**src/rtl/period_meter.sv**
```systemverilog
// period_meter: measures the interval, in clk cycles, between successive
// single-cycle tick pulses while enable is high.
//
// Optional feature: define PERIOD_METER_LOCK_EN to build the lock detector,
// which raises 'locked' when two consecutive measured periods are equal.
// Without the macro 'locked' is tied low and no history/compare logic exists.
//
// The counter saturates at its maximum; an interval longer than that raises
// the sticky 'overflow' flag and parks the FSM in OVF until the next tick,
// which only restarts measurement (the overflowed interval is never reported).
module period_meter #(
    parameter int N = 4
) (
    input  logic         clk,
    input  logic         n_reset,
    input  logic         enable,
    input  logic         tick,
    input  logic         clr,
    output logic [N-1:0] period,
    output logic         period_vld,
    output logic         overflow,
    output logic         locked
);

    localparam logic [N-1:0] CNT_MAX = '1;
    localparam logic [N-1:0] CNT_ONE = N'(1);

    typedef enum logic [1:0] {
        IDLE = 2'd0,
        MEAS = 2'd1,
        OVF  = 2'd2
    } state_t;

    state_t       state_reg;
    state_t       state_next;

    logic [N-1:0] cnt_reg;
    logic [N-1:0] cnt_next;
    logic [N-1:0] period_reg;
    logic [N-1:0] period_next;
    logic         period_vld_reg;
    logic         period_vld_next;
    logic         overflow_reg;
    logic         overflow_next;

    // A tick that closes a valid interval: the only event that updates period.
    logic         measure_done;
    // An enabled cycle without tick while the count is already saturated.
    logic         count_exhausted;

    assign measure_done    = enable && tick && (state_reg == MEAS);
    assign count_exhausted = enable && !tick && (state_reg == MEAS) && (cnt_reg == CNT_MAX);

    // State register: asynchronous reset returns to IDLE.
    always_ff @(posedge clk or negedge n_reset) begin
        if (!n_reset) begin
            state_reg <= IDLE;
        end else begin
            state_reg <= state_next;
        end
    end

    // Next-state logic: clr dominates, then nothing moves unless enable is high.
    always_comb begin
        state_next = state_reg;
        if (clr) begin
            state_next = IDLE;
        end else if (enable) begin
            unique case (state_reg)
                IDLE: begin
                    if (tick) begin
                        state_next = MEAS;
                    end
                end
                MEAS: begin
                    if (count_exhausted) begin
                        state_next = OVF;
                    end
                end
                OVF: begin
                    if (tick) begin
                        state_next = MEAS;
                    end
                end
                default: state_next = IDLE;
            endcase
        end
    end

    // Datapath next values: interval counter, reported period, pulse and flag.
    always_comb begin
        cnt_next        = cnt_reg;
        period_next     = period_reg;
        period_vld_next = 1'b0;
        overflow_next   = overflow_reg;
        if (clr) begin
            cnt_next      = '0;
            period_next   = '0;
            overflow_next = 1'b0;
        end else if (enable) begin
            unique case (state_reg)
                IDLE: begin
                    if (tick) begin
                        cnt_next = CNT_ONE;
                    end
                end
                MEAS: begin
                    if (tick) begin
                        period_next     = cnt_reg;
                        period_vld_next = 1'b1;
                        cnt_next        = CNT_ONE;
                    end else if (cnt_reg == CNT_MAX) begin
                        // Saturate rather than wrap; the interval is lost.
                        overflow_next = 1'b1;
                    end else begin
                        cnt_next = cnt_reg + CNT_ONE;
                    end
                end
                OVF: begin
                    // Restart counting only; the old period stays visible.
                    if (tick) begin
                        cnt_next = CNT_ONE;
                    end
                end
                default: begin
                    cnt_next = '0;
                end
            endcase
        end
    end

    // Datapath registers with asynchronous reset.
    always_ff @(posedge clk or negedge n_reset) begin
        if (!n_reset) begin
            cnt_reg        <= '0;
            period_reg     <= '0;
            period_vld_reg <= 1'b0;
            overflow_reg   <= 1'b0;
        end else begin
            cnt_reg        <= cnt_next;
            period_reg     <= period_next;
            period_vld_reg <= period_vld_next;
            overflow_reg   <= overflow_next;
        end
    end

    assign period     = period_reg;
    assign period_vld = period_vld_reg;
    assign overflow   = overflow_reg;

`ifdef PERIOD_METER_LOCK_EN
    // have_prev_reg marks that period_reg holds a real measurement made since
    // the last return to IDLE, so the reset value 0 is never compared against.
    logic have_prev_reg;
    logic have_prev_next;
    logic locked_reg;
    logic locked_next;

    // Lock decision: compare each new period with the one it replaces.
    always_comb begin
        have_prev_next = have_prev_reg;
        locked_next    = locked_reg;
        if (clr) begin
            have_prev_next = 1'b0;
            locked_next    = 1'b0;
        end else if (measure_done) begin
            locked_next    = have_prev_reg && (cnt_reg == period_reg);
            have_prev_next = 1'b1;
        end else if (count_exhausted) begin
            locked_next = 1'b0;
        end
    end

    // Lock history registers with asynchronous reset.
    always_ff @(posedge clk or negedge n_reset) begin
        if (!n_reset) begin
            have_prev_reg <= 1'b0;
            locked_reg    <= 1'b0;
        end else begin
            have_prev_reg <= have_prev_next;
            locked_reg    <= locked_next;
        end
    end

    assign locked = locked_reg;
`else
    assign locked = 1'b0;
`endif

endmodule

```
**config.mk**
```make
export PLATFORM = sky130hd
export DESIGN_NAME = period_meter
export DESIGN_NICKNAME = d
export VERILOG_FILES = /design/src/rtl/period_meter.sv
export SDC_FILE = /design/constraint.sdc
export NUM_CORES = 1
export LEC_CHECK = 0
export ABC_AREA = 1
export CAP_MARGIN = 20
export CORE_MARGIN = 2
export CORE_UTILIZATION = 47
export DETAILED_ROUTE_END_ITERATION = 7
export PLACE_DENSITY = 0.83
export SYNTH_ARGS = -nofsm -noshare
export SYNTH_HDL_FRONTEND = slang
export SYNTH_SLANG_ARGS = --single-unit
```
**constraint.sdc**
```tcl
create_clock -name clk -period 1.9 [get_ports clk]
set_input_delay 0.57 -clock clk [delete_from_list [all_inputs] [get_ports clk]]
set_output_delay 0.57 -clock clk [all_outputs]
set_load 0.05 [all_outputs]
```
==> results.cfg, run 1 <==
[synthesis]
postSynthAreaPerCell_um2 = 7.551
yosys.area.top_type = dfrtp_1
yosysTopAreaCellShare = 0.4624
yosys-top-cells-area = dfrtp_1 (46%), nand2_1 (13%), inv_1 (9.2%)
yosysUniqueCellTypes = 19
synth_seq_cells = 12
yosys_warnings = 0
synth_area_um2 = 649.4
yosysSeqAreaShare = 0.4624
synth_fp_nets = 92
syn_inst = 86

[layout]
finalNetCount = 106
fillers = 141
fin_util = 0.6010
final_cell_mix = nand2_1 (22), inv_1 (16), dfrtp_1 (12)
n_antenna_cell = 0
syn2layout_area_growth_pct = 20.42
drive_above_1_share = 0.2222
mostFrequentLayoutCell = nand2_1

[clock_tree]
post_cts_buffers = 0
numCtsBuffers = 3
cts_htree_levels = 1
cts.reportedPaths.clkPinSlew_ns = 0.08
cts_sinks = 12
tritoncts = built
holdBufCountCts = 0
clk_latency_ns = 0.28
cts-root-buf = clkbuf_4
postCtsResizedCells = 0
clock_path_buffers = 2

[die]
ios = 12
die_w_um = 41.17
rows = 13
core_um2 = 1301
die_area_um2 = 1695
fp.dieH_um = 41.17
initial_core_util = 0.4990

[pwr]
swShare = 0.2914
ir_drop_mv = 0.3330
pwr-share-clk = 0.355
p_int_mw = 0.4154
p_comb_frac = 0.168
p_leak_nw = 0.4313
seqPwrFrac = 0.477
power_density_nw_per_um2 = 749.7
finalPower_mw = 0.5862
switchingPower_mw = 0.1708

[global_routing]
grt_pass1_wl_um = 2083
grt_pass1_vias = 505
antenna_found_initial = 0
grt_max_degree = 13
grt-ovfl-total = 0
grtUsageTotal = 0.2032

[worst_setup_path]
crit_type = primary input to register
cp-start-kind = primary input
cp_top_family = buffers and inverters
cp_num_buf_inv = 1
cp_cell_sequence = clkdlybuf4s50_1 > nand2_1 > o21ai_1 > o22ai_1
reg2reg_slack_ns = 0.63
cp-end-kind = register
critical_path_required_ns = 2.06
slowest_stage = clkdlybuf4s50_1
cp_max_fo = 4
critPathMaxStageDelay_ns = 0.54
cp.arrival_ns = 1.70

[sta]
setup_ws_ns = 0.3641
finalHoldViolCount = 0
setup_viol = 0
period_share = 0.8084
slew_headroom = 0.6441
setup_tns_ns = 0
rsz0062_at_grt = false
tightest_slew_ns = 0.5322
maxSlewViolCount = 0
max_freq_ghz = 0.6511
period_minus_slack_ns = 1.536
holdWs_ns = 0.5273
finClkSkew_ns = 0.002903

[drt]
dr_total_vias = 579
drt_iter0_drc = 8
wl_um = 1323
routed_via_density = 5.079
drc_errors = 0
dr.pass1.iters = 4
ant_nets = 0
wl_per_cell_um = 11.61

[placed_design]
gp_congestion = 0.8863
dp_hpwl_um = 1073
port_buffers = 10
post-place-ws_ns = 0.08452

[outcome]
status = finished clean

[job]
max-cap-violations = 0

[hold_path]
hold_class = register to register
==> synth_stat cells <==
master	count
o21ai_1	2
nand3_2	1
inv_1	16
nand2_2	5
nand3_1	5
ha_1	1
o22ai_1	3
o21ai_2	2
buf_4	1
nand2_1	22
a21oi_1	2
a21boi_1	1
nor2_1	5
nand4_1	1
nor2_2	1
conb_1	1
inv_2	3
dfrtp_1	12
o21ai_0	2
==> routing by layer <==
| layer | vias up | part of all wire | routed length [µm] | GRT usage |
|---|---|---|---|---|
| met3 | 3 | 0.070 | 93 | 0.08152 |
| met2 | 18 | 0.51 | 674 | 0.3320 |
| met4 | 0 | 0.017 | 22 | 0.09677 |
| met1 | 268 | 0.40 | 532 | 0.2287 |
| li1 | 290 | - | - | - |
| met5 | - | 0 | 0 | 0 |
==> kinds of logic (layout without fill, tap and decap cells) <==
kind of cell | count (synthesis) | count (layout) | synth area share
AOI/OAI and AO/OA | 12 | 12 | 0.1137
DFF | 12 | 12 | 0.4624
other | 1 | 1 | 0.005775
buffers and inverters | 20 | 33 | 0.1214
and+or+nand+nor | 40 | 40 | 0.2775
adders and majority gates | 1 | 1 | 0.01926
==> cell type report <==
cell class,count,area (µm²),share of cell area
clock buffer,4,36.28,0.04640
tap,15,18.77,0.02400
inverter,19,71.32,0.09120
timing repair buffer,10,85.08,0.1088
multi-input combinational,54,270.3,0.3456
sequential,12,300.3,0.3840
==> worst min-delay path, delay by kind of cell (launching register included) <==
| kind | cells | cell delay (ns) |
|---|---|---|
| DFF | 1 | 0.38 |
| and+or+nand+nor | 2 | 0.12 |
==> through the flow <==
stage | cell area (µm²) | instances
2_1_floorplan | 649.4 | 86
3_3_place_gp | 745.7 | 110
3_5_place_dp | 745.7 | 110
4_1_cts | 782.0 | 114
5_1_grt | 782.0 | 114
6_report | 782.0 | 114
==> power groups by stage <==
| stage | clock network [mW] | registers, mW | logic, mW |
|---|---|---|---|
| floorplan | 0 | 0.290 | 0.0606 |
| global placement | 0 | 0.284 | 0.0956 |
| detailed placement | 0 | 0.285 | 0.0992 |
| CTS | 0.211 | 0.280 | 0.0993 |
| global route | 0.224 | 0.282 | 0.110 |
| finish | 0.208 | 0.280 | 0.0985 |
==> path summary, 6_finish.rpt <==
kind	from	endpoint	cells past startpoint
hold reg to reg	cnt_reg[3]	cnt_reg[3]	2
max in group asynchronous	n_reset	period[3]	1
setup / recovery	tick	period[0]	4
min in group asynchronous	n_reset	period[0]	1
setup reg to reg	cnt_reg[1]	cnt_reg[0]	8
hold / removal	cnt_reg[3]	cnt_reg[3]	2
(Power assumes the default switching activity.)
==> run 2: changes to the inputs <==
==> constraint.sdc (replaced) <==
create_clock -name clk -period 1.5 [get_ports clk]
set_input_delay 0.45 -clock clk [delete_from_list [all_inputs] [get_ports clk]]
set_output_delay 0.45 -clock clk [all_outputs]
set_load 0.05 [all_outputs]
==> run 2 against run 1 <==
Against the previous run: first-iteration DRC count grew 88%; cell count grew 4.4%; total power grew 28%; sequential share of layout area shrank 4.8 points; clock skew grew 0.0021 ns; critical path depth is the same; hold slack lost 0.059 ns.
==> results.cfg, run 2 (synthesized netlist as in run 1, its figures left out) <==
[outcome]
status = finished clean

[clock_tree]
holdBufCountCts = 0
cts_htree_levels = 1
postCtsResizedCells = 0
clk_latency_ns = 0.28
numCtsBuffers = 3
post_cts_buffers = 0
cts.reportedPaths.clkPinSlew_ns = 0.08
clock_path_buffers = 2
cts-root-buf = clkbuf_4
cts_sinks = 12
tritoncts = built

[worst_setup_path]
reg2reg_to = cnt_reg[2]
critical_path_required_ns = 1.65
cp_max_fo = 4
critPathMaxStageDelay_ns = 0.54
cp_top_family = buffers and inverters
cp_cell_sequence = clkdlybuf4s50_1 > nand2_1 > o21ai_1 > o22ai_1
cp_num_buf_inv = 1
reg2reg_depth = 8
critPathLaunch = tick
slowest_stage = clkdlybuf4s50_1
cp-end-kind = register
crit_type = primary input to register
reg2reg_slack_ns = 0.27
cp.arrival_ns = 1.58
cp-start-kind = primary input
regToRegStartpoint = cnt_reg[1]

[die]
rows = 13
die_w_um = 41.17
initial_core_util = 0.4990
fp.dieH_um = 41.17
die_area_um2 = 1695
core_um2 = 1301
ios = 12

[placed_design]
dp_hpwl_um = 1040
post-place-ws_ns = -0.2109
gp_congestion = 0.8292
port_buffers = 10

[layout]
drive_above_1_share = 0.2596
syn2layout_area_growth_pct = 37.76
mostFrequentLayoutCell = nand2_1
fin_util = 0.6875
n_antenna_cell = 0
fillers = 103
final_cell_mix = nand2_1 (22), inv_1 (16), dfrtp_1 (12)
finalNetCount = 111

[job]
max-cap-violations = 0

[sta]
setup_viol = 0
period_minus_slack_ns = 1.437
finalHoldViolCount = 0
rsz0062_at_grt = false
period_share = 0.9581
max_freq_ghz = 0.6958
finClkSkew_ns = 0.004967
setup_ws_ns = 0.06289
setup_tns_ns = 0
maxSlewViolCount = 0

[global_routing]
grt_max_degree = 13
grt-ovfl-total = 0
grt_pass1_wl_um = 2014
antenna_found_initial = 0
grt_pass1_vias = 534
grtUsageTotal = 0.1901

[pwr]
ir_drop_mv = 0.5238
power_density_nw_per_um2 = 841.4
p_leak_nw = 0.4720
finalPower_mw = 0.7527

[drt]
ant_nets = 0
drc_errors = 0
drt_iter0_drc = 15
routed_via_density = 4.933
dr.pass1.iters = 4
wl_per_cell_um = 10.79
wl_um = 1284
dr_total_vias = 587

[hold_path]
hold_class = primary input to async pin
## run 2: cell types whose count changed in the layout (fill, tap and decap cells not counted)
cell	previous run	this run
buf_12	0	6
buf_4	6	5
## run 2: layer usage
metal  GRT usage  vias up  routed length [µm]
li1            -      301                   -
met1      0.1960      260                 546
met2      0.3438       19                 639
met3     0.03804        7                  54
met4      0.1210        0                  43
met5           0        -                   0
## run 2: layout make-up
| type | instances | area, µm² | area share |
|---|---|---|---|
| multi-input combinational | 54 | 270.3 | 0.3021 |
| clock buffer | 4 | 36.28 | 0.04056 |
| inverter | 19 | 71.32 | 0.07972 |
| timing repair buffer | 15 | 197.7 | 0.2210 |
| tap | 15 | 18.77 | 0.02098 |
| sequential | 12 | 300.3 | 0.3357 |
## run 2: per-stage QoR
step / instance area (µm²) / hold WS, ns / instances
final: 894.6 / 0.4687 / 119
after detailed placement: 858.3 / 0.5032 / 115
after global routing: 894.6 / 0.4909 / 119
after CTS: 894.6 / 0.4718 / 119
after floorplan: 649.4 / 0.1544 / 86
after global placement: 858.3 / 0.5013 / 115
## run 2: worst max-delay path by stage
stage                     depth (start not counted)         end  slack (ns)
after global placement                            4   period[0]       -0.18
after floorplan                                   8  cnt_reg[0]        0.39
after detailed placement                          4   period[2]       -0.21
final                                             4   period[2]        0.06
after CTS                                         4   period[2]        0.08
after global routing                              4   period[2]        0.01
## run 2: power by group
group / switching (mW) / total (mW) / internal (mW) / leakage, nW
registers: 0.0177 / 0.356 / 0.338 / 0.163
logic: 0.0854 / 0.140 / 0.0549 / 0.288
clock network: 0.109 / 0.257 / 0.148 / 0.0210
==> run 3: changes to the inputs <==
--- a/config.mk
+++ b/config.mk
@@ -8,9 +8,10 @@
 export ABC_AREA = 1
 export CAP_MARGIN = 20
 export CORE_MARGIN = 2
-export CORE_UTILIZATION = 47
+export CORE_UTILIZATION = 49
 export DETAILED_ROUTE_END_ITERATION = 7
-export PLACE_DENSITY = 0.83
+export PLACE_DENSITY = 0.86
+export RECOVER_POWER = 100
 export SYNTH_ARGS = -nofsm -noshare
 export SYNTH_HDL_FRONTEND = slang
 export SYNTH_SLANG_ARGS = --single-unit
==> run 3 against run 2 <==
Against the previous run: clock power down 22%; hold slack gained 0.051 ns; setup slack improved by 0.021 ns; combinational power shrank 6%; wire length grew 13%; non-clock buffer count unchanged; flip-flop and latch count did not move.
==> results.cfg, run 3 (synthesized netlist as in run 1, its figures left out) <==
[worst_setup_path]
cp_cell_sequence = clkdlybuf4s50_1 > inv_2 > nand3_2 > nand2_1 > nand2_2 > nand2_1 > nand2_1
reg2reg_slack_ns = 0.16
cp.arrival_ns = 1.58
cp-start-kind = primary input
critPathMaxStageDelay_ns = 0.51
cp_top_family = buffers and inverters
crit_type = primary input to register
slowest_stage = clkdlybuf4s50_1
cp_num_buf_inv = 2
reg2reg_depth = 7
reg2reg_to = state_reg[1]
cp_common_cell = nand2_1
regToRegStartpoint = cnt_reg[1]
cp-end-kind = register
cp_max_fo = 5
critical_path_required_ns = 1.67

[die]
rows = 13
die_area_um2 = 1633
fp.dieH_um = 40.41
die_w_um = 40.41
ios = 12
initial_core_util = 0.5118
core_um2 = 1269

[sta]
setup_ws_ns = 0.08370
setup_viol = 0
finClkSkew_ns = 0.008064
period_share = 0.9442
tightest_slew_ns = 0.6440
setup_tns_ns = 0
period_minus_slack_ns = 1.416
rsz0062_at_grt = true
max_freq_ghz = 0.7061
maxSlewViolCount = 0
finalHoldViolCount = 0
slew_headroom = 0.5707

[clock_tree]
holdBufCountCts = 0
tritoncts = built
cts-root-buf = clkbuf_4
clk_latency_ns = 0.28
cts.reportedPaths.clkPinSlew_ns = 0.06
post_cts_buffers = 0
clock_path_buffers = 2
numCtsBuffers = 3
cts_sinks = 12
cts_htree_levels = 1
postCtsResizedCells = 0

[drt]
drt_iter0_drc = 10
dr.pass1.iters = 4
dr_total_vias = 590
wl_um = 1456
wl_per_cell_um = 12.34
ant_nets = 0
drc_errors = 0
routed_via_density = 5.000

[global_routing]
grtUsageTotal = 0.2316
antenna_found_initial = 0
grt_pass1_wl_um = 2394
met2_usage = 0.3968
gr-usage-met1 = 0.2432
grt-ovfl-total = 0
grtUsageMet3 = 0.07222
grt_busiest_layer = met2
grt_max_degree = 13
grt_pass1_vias = 603

[layout]
final_cell_mix = nand2_1 (23), inv_1 (16), dfrtp_1 (12)
syn2layout_area_growth_pct = 20.81
n_antenna_cell = 0
finalNetCount = 111
drive_above_1_share = 0.2330
finalInstanceArea_um2 = 784.5
mostFrequentLayoutCell = nand2_1
fin_util = 0.6183
layoutNonFillerInstCount = 118

[hold_path]
min_from = cnt_reg[3]
hold_path_end = cnt_reg[3]
hold_class = register to register
holdPathStages = 2

[pwr]
p_leak_nw = 0.4392
power_density_nw_per_um2 = 875.1
ir_drop_mv = 0.6568

[placed_design]
gp_congestion = 0.8881
dp_hpwl_um = 1114
port_buffers = 10
detailed_place.area_um2 = 858.3
dp.cells = 115
post-place-ws_ns = -0.1830

[job]
max-cap-violations = 0

[outcome]
status = finished clean
run 3: worst reg2reg max path: cells and delay by family, from the launching register on:
kind / cells / cell delay [ns]
DFF: 1 / 0.42
adders and majority gates: 1 / 0.20
and+or+nand+nor: 3 / 0.30
AOI/OAI and AO/OA: 1 / 0.17
buffers and inverters: 2 / 0.18
run 3: per-layer routing:
layer,part of all wire,up-vias,wire length [µm]
li1,-,297,-
met1,0.41,270,600
met2,0.52,17,753
met3,0.030,6,44
met4,0.039,0,57
met5,0,-,0
run 3: worst max-delay path by stage:
stage / from / cells past startpoint / endpoint / slack [ns]
global placement: tick / 4 / period[0] / -0.16
CTS: tick / 4 / period[2] / 0.09
detailed placement: tick / 4 / period[2] / -0.18
global route: tick / 4 / period[3] / -0.01
finish: clr / 7 / cnt_reg[1] / 0.08
floorplan: cnt_reg[0] / 8 / cnt_reg[0] / 0.39
run 3: area by class of cell:
type	count	area (µm²)
multi-input cells	54	267.8
well taps	15	18.77
inverters	19	71.32
repair buffers	15	103.9
flip-flops and latches	12	300.3
clock buffers	3	22.52
fillers	123	484.2
run 3: stage by stage:
stage	hold slack, ns	total power [mW]
2_1_floorplan	0.1544	0.4435
3_3_place_gp	0.4949	0.4976
5_1_grt	0.5501	0.7160
6_report	0.5195	0.6865
3_5_place_dp	0.5051	0.5041
4_1_cts	0.4868	0.6956
run 3: power by group:
group	switching [mW]	leakage [nW]	internal, mW	total [mW]
Sequential	0.0166	0.163	0.338	0.355
Clock	0.106	0.0138	0.0932	0.200
Combinational	0.0873	0.262	0.0450	0.132
